[src/rtl/ospi_flash_arbiter.sv]
// ospi_flash_arbiter: two-requester round-robin arbiter driving a read/write/erase flash strobe interface
module ospi_flash_arbiter #(
    parameter int WIDTH     = 8,
    parameter int RD_LAT    = 2,
    parameter int ERASE_CYC = 16
) (
    input  logic               clk,
    input  logic               reset_n,
    input  logic [1:0]         req,
    input  logic [3:0]         op,
    input  logic [2*WIDTH-1:0] addr,
    input  logic [2*WIDTH-1:0] wdata,
    output logic [1:0]         ack,
    output logic               err,
    output logic [WIDTH-1:0]   rdata,
    output logic               busy,
    output logic               read_enable,
    output logic               write_enable,
    output logic               erase_enable,
    output logic [WIDTH-1:0]   address,
    output logic [WIDTH-1:0]   data_in,
    input  logic [WIDTH-1:0]   data_out
);
    localparam int MAXC = (RD_LAT > ERASE_CYC) ? RD_LAT : ERASE_CYC;
    localparam int CW   = $clog2(MAXC + 1);

    typedef enum logic [1:0] {S_IDLE, S_ISSUE, S_WAIT, S_DONE} state_t;

    state_t          r_state;
    logic [CW-1:0]   r_cnt;
    logic [1:0]      r_op;
    logic            r_win;
    logic            r_last;
    logic            w_win;
    logic [1:0]      w_op;
    logic [WIDTH-1:0] w_addr;
    logic [WIDTH-1:0] w_wdata;

    // Winner selection: on a tie the requester not granted last time wins
    always_comb begin
        w_win   = (req == 2'b11) ? ~r_last : req[1];
        w_op    = w_win ? op[3:2] : op[1:0];
        w_addr  = w_win ? addr[WIDTH +: WIDTH] : addr[0 +: WIDTH];
        w_wdata = w_win ? wdata[WIDTH +: WIDTH] : wdata[0 +: WIDTH];
    end

    // Transaction FSM with registered strobes, ack and flash bus
    always_ff @(posedge clk or negedge reset_n) begin
        if (!reset_n) begin
            r_state      <= S_IDLE;
            r_cnt        <= '0;
            r_op         <= 2'b00;
            r_win        <= 1'b0;
            r_last       <= 1'b1;
            ack          <= 2'b00;
            err          <= 1'b0;
            rdata        <= '0;
            busy         <= 1'b0;
            read_enable  <= 1'b0;
            write_enable <= 1'b0;
            erase_enable <= 1'b0;
            address      <= '0;
            data_in      <= '0;
        end else begin
            ack          <= 2'b00;
            err          <= 1'b0;
            read_enable  <= 1'b0;
            write_enable <= 1'b0;
            erase_enable <= 1'b0;
            case (r_state)
                S_IDLE: if (|req) begin
                    r_win   <= w_win;
                    r_op    <= w_op;
                    address <= w_addr;
                    data_in <= w_wdata;
                    busy    <= 1'b1;
                    if (w_op == 2'b11) begin
                        r_state <= S_DONE;
                        ack     <= w_win ? 2'b10 : 2'b01;
                        err     <= 1'b1;
                    end else begin
                        r_state      <= S_ISSUE;
                        read_enable  <= (w_op == 2'b00);
                        write_enable <= (w_op == 2'b01);
                        erase_enable <= (w_op == 2'b10);
                    end
                end
                S_ISSUE: begin
                    r_cnt   <= (r_op == 2'b00) ? CW'(RD_LAT) : (r_op == 2'b01) ? CW'(1) : CW'(ERASE_CYC);
                    r_state <= S_WAIT;
                end
                S_WAIT: begin
                    r_cnt <= r_cnt - CW'(1);
                    if (r_cnt == CW'(1)) begin
                        r_state <= S_DONE;
                        ack     <= r_win ? 2'b10 : 2'b01;
                        if (r_op == 2'b00) rdata <= data_out;
                    end
                end
                S_DONE: begin
                    r_last  <= r_win;
                    r_state <= S_IDLE;
                    busy    <= 1'b0;
                end
                default: r_state <= S_IDLE;
            endcase
        end
    end
endmodule

[config.mk]
export PLATFORM = sky130hd
export DESIGN_NAME = ospi_flash_arbiter
export DESIGN_NICKNAME = d
export VERILOG_FILES = /design/src/rtl/ospi_flash_arbiter.sv
export SDC_FILE = /design/constraint.sdc
export NUM_CORES = 1
export LEC_CHECK = 0
export CAP_MARGIN = 10
export CELL_PAD_IN_SITES_DETAIL_PLACEMENT = 1
export CELL_PAD_IN_SITES_GLOBAL_PLACEMENT = 1
export CORE_MARGIN = 3
export CORE_UTILIZATION = 42
export DETAILED_ROUTE_END_ITERATION = 10
export DONT_BUFFER_PORTS = 1
export PLACE_DENSITY_LB_ADDON = 0.08
export SLEW_MARGIN = 30
export SYNTH_ARGS = -nofsm -noshare
export SYNTH_HDL_FRONTEND = slang
export SYNTH_SLANG_ARGS = --single-unit
export TNS_END_PERCENT = 20
[constraint.sdc]
create_clock -name clk -period 1.81 [get_ports clk]
set_clock_uncertainty 0.05 [all_clocks]
set_input_delay 0.2715 -clock clk [delete_from_list [all_inputs] [get_ports clk]]
set_output_delay 0.2715 -clock clk [all_outputs]
set_load 0.01 [all_outputs]
; Yosys cells after proc, flatten, opt, wreduce, memory -nomap -nowiden
; Cells that the tools add are included.
[word_totals]
regBits = 42
input_bits = 48
output_inout_bits = 31
[classes]
add_sub_neg = 1
eq_ne = 11
mux = 31
n_bitwise = 1
n_reduce_logical = 10
[op_table]
columns = op, count
row1 = $mux W2, 9
row2 = $mux W8, 2
row3 = $mux W1, 14
row4 = $eq A2 B2 Y1 const B, 5
row5 = $mux W5, 2
row6 = $pmux W5 S2, 1
row7 = $pmux W2 S4, 1
row8 = $eq A2 B1 Y1 const B, 3
row9 = $logic_not A2 Y1, 3
row10 = $reduce_and A2 Y1, 3
row11 = $eq A5 B1 Y1 const B, 1
row12 = $sub A5 B1 Y5 const B, 1
row13 = $ne A2 B2 Y1 const B, 2
row14 = $pmux W2 S2, 1
row15 = $reduce_bool A2 Y1, 2
row16 = $reduce_and A3 Y1, 1
row17 = $pmux W1 S2, 1
row18 = $reduce_or A2 Y1, 1
row19 = $not A1 Y1, 1

; Longest topological paths before layout
[logic_depth]
depth_word = 7
depth_mapped = 7
ltp_nobuf = 6

; Worst setup path before layout
; No wires, ideal clock.
[synth_timing]
path_kind = register -> register
start = register r_cnt[1]
end = register rdata[0]
setup_ps = 125
t_arrival_ps = 1618
setup_slack_ps = 17
path_stages_with_launch = 8
path_buffers = 1
path_cell_list = dfrtp_1 inv_1 ha_1 nor4b_2 nand2_1 or3_1 buf_6 mux2_4
[synth_between]
elab_chain_len = 2
[synth_rtl]
columns = element, line
row1 = start: declaration, 30  ; logic [CW-1:0] r_cnt;
row2 = start signal: assignment, 89  ; r_cnt <= (r_op == 2'b00) ? CW'(RD_LAT) : (r_op == 2'b01) ? CW'(1) : CW'(ERASE_CYC);
row3 = start signal: assignment, 93  ; r_cnt <= r_cnt - CW'(1);
row4 = $eq A5 B1 Y1, 94  ; if (r_cnt == CW'(1)) begin
row5 = $reduce_and A3 Y1 (no source line), -
row6 = end signal: assignment, 97  ; if (r_op == 2'b00) rdata <= data_out;
row7 = end: declaration, 15  ; output logic [WIDTH-1:0] rdata,
; Every way passes these cells.
; A chain may end at the register's enable or synchronous reset.

; Final worst setup path
[layout_timing]
start = register r_cnt[1]
end = register rdata[7]
; The elaborated chain is that of the path after synthesis.

==> summary.md <==
| Metric | Value |
|---|---|
| Sinks on the clock net | 42 |
| Min Tclk post-route | 1.91 ns |
| Mapped Area | between 2000 and 2500 um^2 |
| Vias/cell | approximately 5.7 |
| Number of enable flip-flop cells after synthesis | 0 |
| NumNets Final | between 200 and 300 |
| Worst hold start | data_out[6] |
| Final Util | 0.523 |
| Failing checks | negative setup slack |
| Initial Utilization | 0.447 |
| Final Cycle Share | 1.06 |
| Worst reg-to-reg path cell count | 7 |
| Worst-path clk slew | 0.08 ns |
| CP max FO | 8 |
| Max Fclk | 0.523 GHz |
| Initial drt markers | 92 |
| Kind of critical path | reg2reg |
| Rel. slew slack | 0.698 |
| Core Box Area | approximately 4500 um^2 |
| Hold crit path type | in2reg |
| Yosys Warn Count | 0 |
| Yosys cell types | 36 |
| Largest net degree at the start of global routing | between 40 and 50 |
| Status | finished with violations |
| Post-synth top flop | dfrtp_1 |
| Die X | 75.0 um |
| Area leader, netlist | dfrtp_1 |
| Layout area overhead | 16.9% |
| # rows | 24 |
| Placed inst area | about 2100 um^2 |
| Gate Count Post-Synth | about 180 |
| Max Root-Sink Buffers | 2 |
| Post-synth top area share | 0.513 |
| Critical Path Source Type | flop |
| Layout cell share with drive strength beyond 1 | 0.201 |
| PortBufs | 0 |
| Total leakage power | 1.10 nW |
| Final worst slack | -0.102 ns |
| DRC | 0 |
| Final HPWL DP | around 3.4 mm |
| Synthesized net count | ~240 |
| FF-to-FF End | rdata[7]$_DFFE_PN0P_ |
| RSZ-0062 raised after global routing | yes |
| Final GP Congestion | between 0.7 and 0.8 |
| Die Y-Extent | about 75 um |
| Post-route ant nets | 0 |
| Endpoints failing hold | 0 |
| Root Buffer | clkbuf_8 |
| Total CTS buffers | 5 |
| Asr flop ratio synth | 1.00 |
| Post-route total power | 4.21 mW |
| Vias in the first global route | 1495 |
| Most frequent cell after synthesis | dfrtp_1 |
| Bufs and invs on worst path | 2 |
| Crit end category | flop |
| Peak supply drop | a little under 0.8 mV |
| Max Slew Vio Count | 0 |
| FF-to-FF setup slack | -0.10 ns |
| CTS tree | yes |
| Ant diodes | 0 |
| Finish-stage setup viols | 9 |
| CP Cell Sequence | inv_2 > ha_4 > nor4b_4 > nand2_1 > or3_1 > buf_6 > mux2_4 |
| TritonRoute pass-1 iters | 4 |
| Die Area | around 5600 um^2 |
| H-tree Lvls | 2 |
| Flops & latches, synth | 42 |
| Register area share after synthesis | 0.526 |
| Synth cell count leaders | dfrtp_1 (41), o21ai_0 (25), nand2_1 (24), mux2i_1 (19), inv_1 (9) |
| Slew @ Worst Pin | around 0.45 ns |
| Final Instance Area | 2340 um^2 |
| Pwr per Cell Area | 1800 nW/um^2 |
| Worst Hold End | rdata[6]$_DFFE_PN0P_ |
| R2r startpoint | r_cnt[1]$_DFFE_PN0P_ |
| Top Family by Delay on Critical Path | simple AND/OR/NAND/NOR gates |
| Fin Hold WS | 0.0733 ns |
| Wire per inst | 18.7 um |
| Hold path depth | 1 |
| Worst Path Required | between 1.5 and 2 ns |
| Crit-path slowest cell | dfrtp_1 |
| Vias | 1423 |
| GRT Overall Usage | 0.171 |
| Setup TNS | -0.829 ns |
| First-pass GRT wire length | 7.27 mm |
| Initial antenna violation count | 0 |
| Max-cap violations | 0 |
| Critical path arrival | a little over 2 ns |
| Slowest stage delay, CP | 0.40 ns |
| Worst-Skew Late Latency | about 0.29 ns |
| Average size of a mapped cell | approximately 11 um^2 |
| WL final | between 4 and 5 mm |
| Grt total ovfl | 0 |
| Largest cells by area after synthesis | dfrtp_1 (51%), mux2i_1 (9.5%), o21ai_0 (6.3%), mux2_4 (6.0%), nand2_1 (4.5%) |
| Top-Level Pins | 79 |
==> cell families (layout without fill, tap and decap cells) <==
kind of cell	Yosys count	in the layout	synth area share
mux	28	28	0.161
simple gates	47	47	0.114
buf+inv	19	34	0.0425
flops	42	42	0.526
fa+ha+maj	5	5	0.0313
compound gates	43	43	0.126
==> flip-flops by register name, summed over array words and instances (netlist names), 2 cells and up <==
signal	flops
address	8
data_in	8
rdata	8
r_cnt	5
ack	2
r_op	2
r_state	2
==> cell type report <==
type / instances / area [um^2]
clock inverter: 3 / 68.8
multi-input combinational: 123 / 905
sequential: 42 / 1050
tap: 52 / 65.1
inverter: 9 / 33.8
fill: 486 / 2130
clock buffer: 5 / 68.8
timing repair buffer: 17 / 146
==> report_power, final <==
group	internal [mW]	switching, mW	total (mW)	leakage, nW
Clock	0.553	0.334	0.886	0.0683
Combinational	0.735	0.770	1.51	0.513
Sequential	1.36	0.465	1.82	0.519
Total	2.64	1.57	4.21	1.10
==> per-stage QoR <==
step                      std cells  worst slack [ns]
final                           251            -0.102
after global routing            251            -0.174
after CTS                       248            -0.105
after detailed placement        236            -0.153
after global placement          236           -0.0547
after floorplan                 184            0.0173
==> layout by cell type, fill, tap and decap left out, drive strengths merged, types with 5 or more instances in the layout <==
master,count
buf,16
clkbuf,5
dfrtp,41
ha,5
inv,9
mux2,9
mux2i,19
nand2,24
nor2,6
o21ai,26
==> routing by layer <==
metal	GRT usage	vias to the layer above	share of wire
li1	-	668	-
met1	0.219	692	0.41
met2	0.279	58	0.50
met3	0.0547	5	0.075
met4	0.0474	0	0.0094
met5	0	-	0
==> worst reg2reg max path, stage by stage (launching register included) <==
cell and delay, ns:
dfrtp_1 0.40, inv_2 0.09, ha_4 0.13, nor4b_4 0.23
nand2_1 0.12, or3_1 0.33, buf_6 0.16, mux2_4 0.30
==> how the worst max path moves through the flow <==
stage          slack, ns              endpoint                 start  cells past startpoint
6_report           -0.10  rdata[7]$_DFFE_PN0P_  r_cnt[1]$_DFFE_PN0P_                      7
5_1_grt            -0.17  rdata[2]$_DFFE_PN0P_  r_cnt[1]$_DFFE_PN0P_                      7
4_1_cts            -0.10  rdata[5]$_DFFE_PN0P_  r_cnt[1]$_DFFE_PN0P_                      7
3_5_place_dp       -0.15  rdata[5]$_DFFE_PN0P_  r_cnt[1]$_DFFE_PN0P_                      7
3_3_place_gp       -0.05  rdata[7]$_DFFE_PN0P_  r_cnt[1]$_DFFE_PN0P_                      7
2_1_floorplan       0.02  rdata[0]$_DFFE_PN0P_  r_cnt[1]$_DFFE_PN0P_                      7
==> what timing repair did <==
item	4_1_cts	5_1_grt
buffers inserted	2	3
pin swaps	2	2
hold buffers	2	0
hold endpoints to repair	42	0
resized for setup	6	1
setup endpoints to repair	9	21
Power figures use the tool's default switching activity.
